<file path="config.mk">
export PLATFORM = sky130hd
export DESIGN_NAME = char_ram_arbiter
export DESIGN_NICKNAME = d
export VERILOG_FILES = /design/src/rtl/char_ram_arbiter.sv
export SDC_FILE = /design/constraint.sdc
export NUM_CORES = 1
export LEC_CHECK = 0
export CORE_MARGIN = 2
export CORE_UTILIZATION = 42
export DETAILED_ROUTE_END_ITERATION = 7
export PLACE_DENSITY = 0.79
export SLEW_MARGIN = 30
export SYNTH_ARGS = -nofsm -noshare
export SYNTH_HDL_FRONTEND = slang
export SYNTH_SLANG_ARGS = --single-unit
</file>
<file path="constraint.sdc">
create_clock -name clk -period 2.75 [get_ports clk]
set_clock_uncertainty 0.1 [all_clocks]
set_input_delay 0.55 -clock clk [delete_from_list [all_inputs] [get_ports clk]]
set_output_delay 0.55 -clock clk [all_outputs]
set_load 0.05 [all_outputs]
</file>
<file path="src/rtl/char_ram_arbiter.sv">
// Single-port arbiter for the text-mode character RAM.
// Renderer has priority; a pending CPU access wins after MAX_WAIT denials.
module char_ram_arbiter #(
   parameter int ADDR_W   = 12,
   parameter int DATA_W   = 8,
   parameter int MAX_WAIT = 4
) (
   input  logic              clk,
   input  logic              reset,
   input  logic              cpu_we,
   input  logic              cpu_re,
   input  logic [ADDR_W-1:0] cpu_addr,
   input  logic [DATA_W-1:0] cpu_wdata,
   output logic              cpu_stall,
   output logic [DATA_W-1:0] cpu_rdata,
   output logic              cpu_rdata_valid,
   input  logic              vga_req,
   input  logic [ADDR_W-1:0] vga_addr,
   output logic [DATA_W-1:0] vga_rdata,
   output logic              vga_rdata_valid,
   output logic              ram_en,
   output logic              ram_we,
   output logic [ADDR_W-1:0] ram_addr,
   output logic [DATA_W-1:0] ram_wdata,
   input  logic [DATA_W-1:0] ram_rdata
);

   localparam logic [3:0] MAX_W = 4'(MAX_WAIT);

   logic              pend_valid;
   logic              pend_we;
   logic [ADDR_W-1:0] pend_addr;
   logic [DATA_W-1:0] pend_wdata;
   logic [3:0]        wait_cnt;
   logic              cpu_ret;
   logic              vga_ret;

   logic              src_valid;
   logic              src_we;
   logic [ADDR_W-1:0] src_addr;
   logic [DATA_W-1:0] src_wdata;
   logic              grant_cpu;
   logic              grant_vga;

   // A held request (pending slot) masks any new CPU pulse; write beats read.
   always_comb begin
      src_valid = pend_valid | cpu_we | cpu_re;
      src_we    = pend_valid ? pend_we    : cpu_we;
      src_addr  = pend_valid ? pend_addr  : cpu_addr;
      src_wdata = pend_valid ? pend_wdata : cpu_wdata;
   end

   always_comb begin
      grant_cpu = reset & src_valid & (~vga_req | (wait_cnt == MAX_W));
      grant_vga = reset & vga_req & ~grant_cpu;
   end

   always_comb begin
      ram_en    = grant_cpu | grant_vga;
      ram_we    = grant_cpu & src_we;
      ram_addr  = grant_cpu ? src_addr : vga_addr;
      ram_wdata = grant_cpu ? src_wdata : '0;
   end

   always_ff @(posedge clk) begin
      if (!reset) begin
         pend_valid <= 1'b0;
         pend_we    <= 1'b0;
         pend_addr  <= '0;
         pend_wdata <= '0;
         wait_cnt   <= '0;
      end else if (grant_cpu) begin
         pend_valid <= 1'b0;
         wait_cnt   <= '0;
      end else if (src_valid) begin
         if (!pend_valid) begin
            pend_valid <= 1'b1;
            pend_we    <= cpu_we;
            pend_addr  <= cpu_addr;
            pend_wdata <= cpu_wdata;
            wait_cnt   <= 4'd1;
         end else if (wait_cnt != MAX_W) begin
            wait_cnt <= wait_cnt + 4'd1;
         end
      end
   end

   // Read returns: RAM data lands one cycle after the grant.
   always_ff @(posedge clk) begin
      if (!reset) begin
         cpu_ret         <= 1'b0;
         vga_ret         <= 1'b0;
         cpu_rdata       <= '0;
         cpu_rdata_valid <= 1'b0;
      end else begin
         cpu_ret         <= grant_cpu & ~src_we;
         vga_ret         <= grant_vga;
         cpu_rdata_valid <= cpu_ret;
         if (cpu_ret) cpu_rdata <= ram_rdata;
      end
   end

   assign cpu_stall       = pend_valid;
   assign vga_rdata       = ram_rdata;
   assign vga_rdata_valid = vga_ret;

endmodule

</file>
==> run summary, run 1 <==
Sequential Power Share = 37.4%
Sw power = 0.4570 mW
Final period util = 97.85%
Internal power = 1.098 mW
Hold_buf cts = 0
Vias in the first global route = 1812
Syn Inst Count = 220
Max Used Layer = met4
FP Rows = 25
Worst skew pair latency = 300 ps
Post-route DRC = 0
CP startpoint kind = input pin
Hold Crit Depth = 2
Total number of vias = 1829
Fin. max-slew vios = 0
Most frequent cells in the layout = 52 x clkdlybuf4s50_1, 47 x nand2_1, 37 x mux2i_1, 37 x dfxtp_1, 24 x mux2_2
Inserted Clock Buffers = 5
Setup TNS = 0 ps
Critical path, cell by cell = clkdlybuf4s50_1 > o31ai_2 > a21oi_4 > buf_6 > mux2_2 > buf_12
Final Instance Area = 3259 um2
Worst path slowest cell = clkdlybuf4s50_1
Max-cap viol count = 0
Ant diodes = 0
Max-slew headroom = 63.60%
CP peak stage delay = 430 ps
Worst hold path type = reg2reg
# clock sinks = 37
Pin count of the biggest net entering global routing = 46
Layout cells sized above 1 = 28.20%
CP endpoint kind = primary output
Layout area overhead = 62.00%
Via/cell ratio = 5.095
CTS HTree Levels = 2
Die span in x = 73.21 um
Post-route setup slack = 59.17 ps
GR Overflow Total = 0
Total Routing Usage GR = 19.80%
Syn avg cell area = 9.145 um2
RSZ-0062 raised after global routing = yes
Dpl hpwl = 3.757 mm
Fillers = 352
R2r startpoint = wait_cnt[0]
Post-DP Area = 3094 um2
Ys Warns = 0
Drt pass-1 iters = 4
Num ports = 86
FFs w/ async S/R, synth = 0%
Net Count, Synth = 267
CTS clk-pin slew, worst paths = 80 ps
Core area = 4661 um2
Commonest non-fill, non-tap cell in the layout = clkdlybuf4s50_1
Final WL = 4.960 mm
Routed wl met2 = 2.341 mm
Largest cells by area after synthesis = dfxtp_1 37%, mux2i_1 18%, mux2_2 13%, nand2_1 8.8%, buf_4 3.7%
Synth Register Bits = 37
Hold endpoint = pend_addr[11]
CP Data Required Time = 2100 ps
HP Start = pend_addr[11]
Slew @ Worst Pin = 545.2 ps
Cell area after synthesis = 2012 um2
Critical-path maximum fanout = 6
DIE AREA = 5360 um2
Wirelength per Cell = 13.82 um
Worst EP arrival = 2040 ps
Power Density = 477.2 nW/um2
Post-synth EDFFs = 0
Gp weighted congestion = 0.8883
Root Buffer = clkbuf_8
Metal-1 WL = 2.035 mm
Maximum clock insertion buffer count = 2
Initial Util = 43.17%
FF-to-FF path depth = 6
Area leader, netlist = dfxtp_1
Max Clock Freq = 0.3716 GHz
Utilization after layout = 69.93%
Die height = 73.21 um
Outcome = finished, final reports clean
Worst slack at placement = -30.18 ps
WL met3 = 444 um
Cell variety after synth = 31
Register area share after synthesis = 36.82%
Antenna violations before repair = 0
1st-iter DRT viols = 53
Final hold vios = 0
ANT nets after route = 0
IR drop worst, VDD = 274.4 uV
Flop2flop setup slack = 800 ps
Pleak = 1.304 nW
IO buf count = 85
Net switching fraction of the power = 29.38%
Ys flop type = dfxtp_1
Share of Yosys cell area claimed by the top area cell type = 36.82%
Nets@finish = 351
CTS tree = done
Crit Path Class = in2out
Crit Reg-Reg Endpoint = pend_addr[8]
Final setup fails = 0
Comb pwr share = 31.0%
Clock power share = 31.6%
First-pass GRT wire length = 8.093 mm
Period minus WS final = 2691 ps
==> worst max-delay path, delay by kind of cell <==
kind,cells,cell delay [ps]
compound gates,2,450
buf+inv,3,740
mux,1,300
==> cells in the mapped netlist (all sizes together) (2+ instances only) <==
library cell  instances
clkbuf                7
a211oi                2
or4                   2
a21oi                 4
dfxtp                37
buf                  16
inv                   5
nor2                 19
ha                    2
mux2i                37
nand2                47
mux2                 25
nand4                 2
==> per-stage QoR <==
stage / hold slack [ps] / power, mW / std cells
2_1_floorplan: 331.3 / 0.8557 / 220
3_3_place_gp: 338.2 / 1.062 / 349
3_5_place_dp: 349.8 / 1.072 / 349
4_1_cts: 360.9 / 1.563 / 359
5_1_grt: 378.6 / 1.611 / 359
6_report: 358.6 / 1.555 / 359
==> registers in the layout, indices dropped and copies added (netlist names) <==
signal	flops
cpu_rdata_valid	1
cpu_ret	1
pend_we	1
pend_wdata	8
wait_cnt	4
cpu_rdata	8
pend_addr	12
vga_rdata_valid	1
cpu_stall	1
==> routing by layer <==
layer	vias to the layer above	global-route usage [%]
met5	-	0
met4	0	8.642
met3	12	7.873
met2	77	32.73
met1	832	22.45
li1	908	-
==> final cells by class <==
type	instances	area [um2]	share of cell area, %
Multi-Input combinational cell	155	1137	34.89
Timing Repair Buffer	100	1179	36.16
Sequential cell	37	740.7	22.73
Tap cell	54	67.56	2.073
Clock inverter	1	30.03	0.9213
Clock buffer	7	86.33	2.649
Inverter	5	18.77	0.5758
==> what timing repair did <==
action                     in CTS  in global routing
gates resized for setup         6                  7
cloned                          1                  0
setup endpoints to repair      11                 15
pin swaps                       1                  0
setup buffers                   1                  0
==> power by group through the flow <==
stage | sequential [mW] | combinational [mW] | clock [mW]
after floorplan | 0.610 | 0.246 | 0
after global placement | 0.591 | 0.471 | 0
after detailed placement | 0.593 | 0.479 | 0
after CTS | 0.581 | 0.482 | 0.500
after global routing | 0.585 | 0.507 | 0.519
final | 0.581 | 0.482 | 0.492
==> worst max path at each step <==
stage / end / slack [ps] / start
2_1_floorplan: ram_wdata[0] / 60 / cpu_stall
3_5_place_dp: ram_addr[4] / -30 / reset
3_3_place_gp: ram_addr[4] / 3 / reset
6_report: ram_addr[4] / 60 / cpu_we
5_1_grt: ram_wdata[4] / -7 / cpu_we
4_1_cts: ram_addr[4] / 5 / cpu_we
==> cell families after synthesis <==
group	after synthesis	share of synthesized area, %
DFF	37	36.82
buffers and inverters	28	8.085
muxes	62	32.59
and+or+nand+nor	79	17.29
adders and majority gates	2	1.244
AOI/OAI and AO/OA	12	3.981
Power figures use the tool's default switching activity.
==> run 2, diff against run 1 <==
==> constraint.sdc (replaced) <==
create_clock -name clk -period 2.75 [get_ports clk]
set_clock_uncertainty 0.1 [all_clocks]
set_input_delay 0.6875 -clock clk [delete_from_list [all_inputs] [get_ports clk]]
set_output_delay 0.6875 -clock clk [all_outputs]
set_load 0.05 [all_outputs]
==> run 2 against run 1 <==
Against the previous run: clock power decreased by 15%; count of clock-buffer cells in the layout did not move; first-iteration DRC count grew 34%; global-route usage is 0.37 points higher; critical path depth did not move; sequential share of layout area down 1.0 points; via count is 3.1% higher; critical endpoint is now ram_addr[2]; largest power group unchanged.
==> run summary, run 2 (synthesis results as in run 1) <==
Outcome = finished, final reports clean
Total Routing Usage GR = 20.17%
Root Buffer = clkbuf_8
Hold WS = 358.8 ps
1st-iter DRT viols = 71
Setup TNS = 0 ps
Final WL = 5.311 mm
Worst slack at placement = -318.8 ps
CP bufs+invs = 3
Clock power share = 27.5%
Post-DP Area = 3187 um2
Ant diodes = 0
Worst skew pair latency = 290 ps
HP Start = pend_addr[11]
GR Overflow Total = 0
Sw power = 0.4626 mW
Layout cells sized above 1 = 30.74%
Final Instance Area = 3438 um2
Most frequent cells in the layout = 50 x clkdlybuf4s50_1, 47 x nand2_1, 37 x mux2i_1
Slew @ Worst Pin = 523.3 ps
Inserted Clock Buffers = 5
Vias in the first global route = 1810
Post-route DRC = 0
Comb pwr share = 34.2%
Power Density = 441.6 nW/um2
CP Data Required Time = 1960 ps
Pin count of the biggest net entering global routing = 39
Antenna violations before repair = 0
Period minus WS final = 2703 ps
CP endpoint kind = primary output
Fillers = 331
Max Clock Freq = 0.3699 GHz
Fin. max-slew vios = 0
Internal power = 1.056 mW
Initial Util = 43.17%
CTS tree = done
Hold_buf cts = 0
CP top delay family = buffers and inverters
Gp weighted congestion = 0.8242
R2r startpoint = cpu_stall
FP Rows = 25
Sequential Power Share = 38.3%
Core area = 4661 um2
Post-route setup slack = 46.85 ps
Via/cell ratio = 5.193
Top Registers = pend_addr (12), cpu_rdata (8), pend_wdata (8)
CTS HTree Levels = 2
CP peak stage delay = 320 ps
Crit Path Class = in2out
Critical-path maximum fanout = 6
IR drop worst, VDD = 333.5 uV
Total Power = 1.518 mW
CP startpoint kind = input pin
Nets@finish = 355
DIE AREA = 5360 um2
Worst EP arrival = 1920 ps
Worst path slowest cell = mux2_4
Commonest non-fill, non-tap cell in the layout = clkdlybuf4s50_1
Net switching fraction of the power = 30.47%
Critical path, cell by cell = clkdlybuf4s15_1 > o31ai_4 > a21oi_2 > buf_6 > mux2_4 > buf_12
Layout area overhead = 70.90%
Top reg by flops = pend_addr
Worst Setup SP = cpu_re
Final hold vios = 0
Worst hold path type = reg2reg
# clock sinks = 37
Num ports = 86
Total number of vias = 1885
Largest register FFs = 12
Final setup fails = 0
Drt pass-1 iters = 4
Dpl hpwl = 3.738 mm
Max-cap viol count = 0
Die height = 73.21 um
Max-slew headroom = 65.07%
Pleak = 1.401 nW
Maximum clock insertion buffer count = 2
ANT nets after route = 0
CTS clk-pin slew, worst paths = 70 ps
Wirelength per Cell = 14.63 um
IO buf count = 85
First-pass GRT wire length = 8.321 mm
Final period util = 98.30%
Die span in x = 73.21 um
run 2: final timing paths:
path	slack, ps	cells after the start	end
worst min-delay path	360	2	pend_addr[11]
worst max register to register	770	5	wait_cnt[2]
worst min register to register	360	2	pend_addr[11]
worst max-delay path	50	6	ram_addr[2]
run 2: worst reg2reg max path, stage by stage, from the launching register on:
cell	delay [ps]
dfxtp_1	370
buf_4	310
buf_4	310
nand2_1	100
or4_1	420
a311oi_1	290
run 2: power by group through the flow:
stage          sequential, mW  clock [mW]  combinational, mW
2_1_floorplan           0.610           0              0.248
3_3_place_gp            0.591           0              0.482
3_5_place_dp            0.593           0              0.490
4_1_cts                 0.582       0.428              0.496
5_1_grt                 0.584       0.447              0.547
6_report                0.581       0.418              0.519
run 2: routing by layer:
metal,wire length (um),up-vias,share of wire (%),GRT usage [%]
met5,0,-,0,0
met3,411,9,7.7,7.044
met2,2734,81,51,35.64
met4,79,0,1.5,6.790
li1,-,915,-,-
met1,2085,880,39,22.35
run 2: per-stage QoR:
step | cells | util (%)
after global placement | 350 | 68.38
after floorplan | 220 | -
after CTS | 360 | 71.44
after detailed placement | 350 | 68.38
final | 363 | 73.77
after global routing | 363 | 73.77
run 2: timing repair:
action | 4_1_cts | 5_1_grt
gates cloned | 1 | 0
pin swaps | 1 | 3
setup buffers | 1 | 3
resized for setup | 14 | 25
setup endpoints to repair | 21 | 16
run 2: area by class of cell:
cell class	count	area, um2	area share, %
clock inverters	1	5.005	0.1456
clock buffers	7	96.34	2.802
inverters	5	18.77	0.5459
well taps	54	67.56	1.965
repair buffers	104	1315	38.25
flip-flops and latches	37	745.7	21.69
multi-input cells	155	1190	34.61
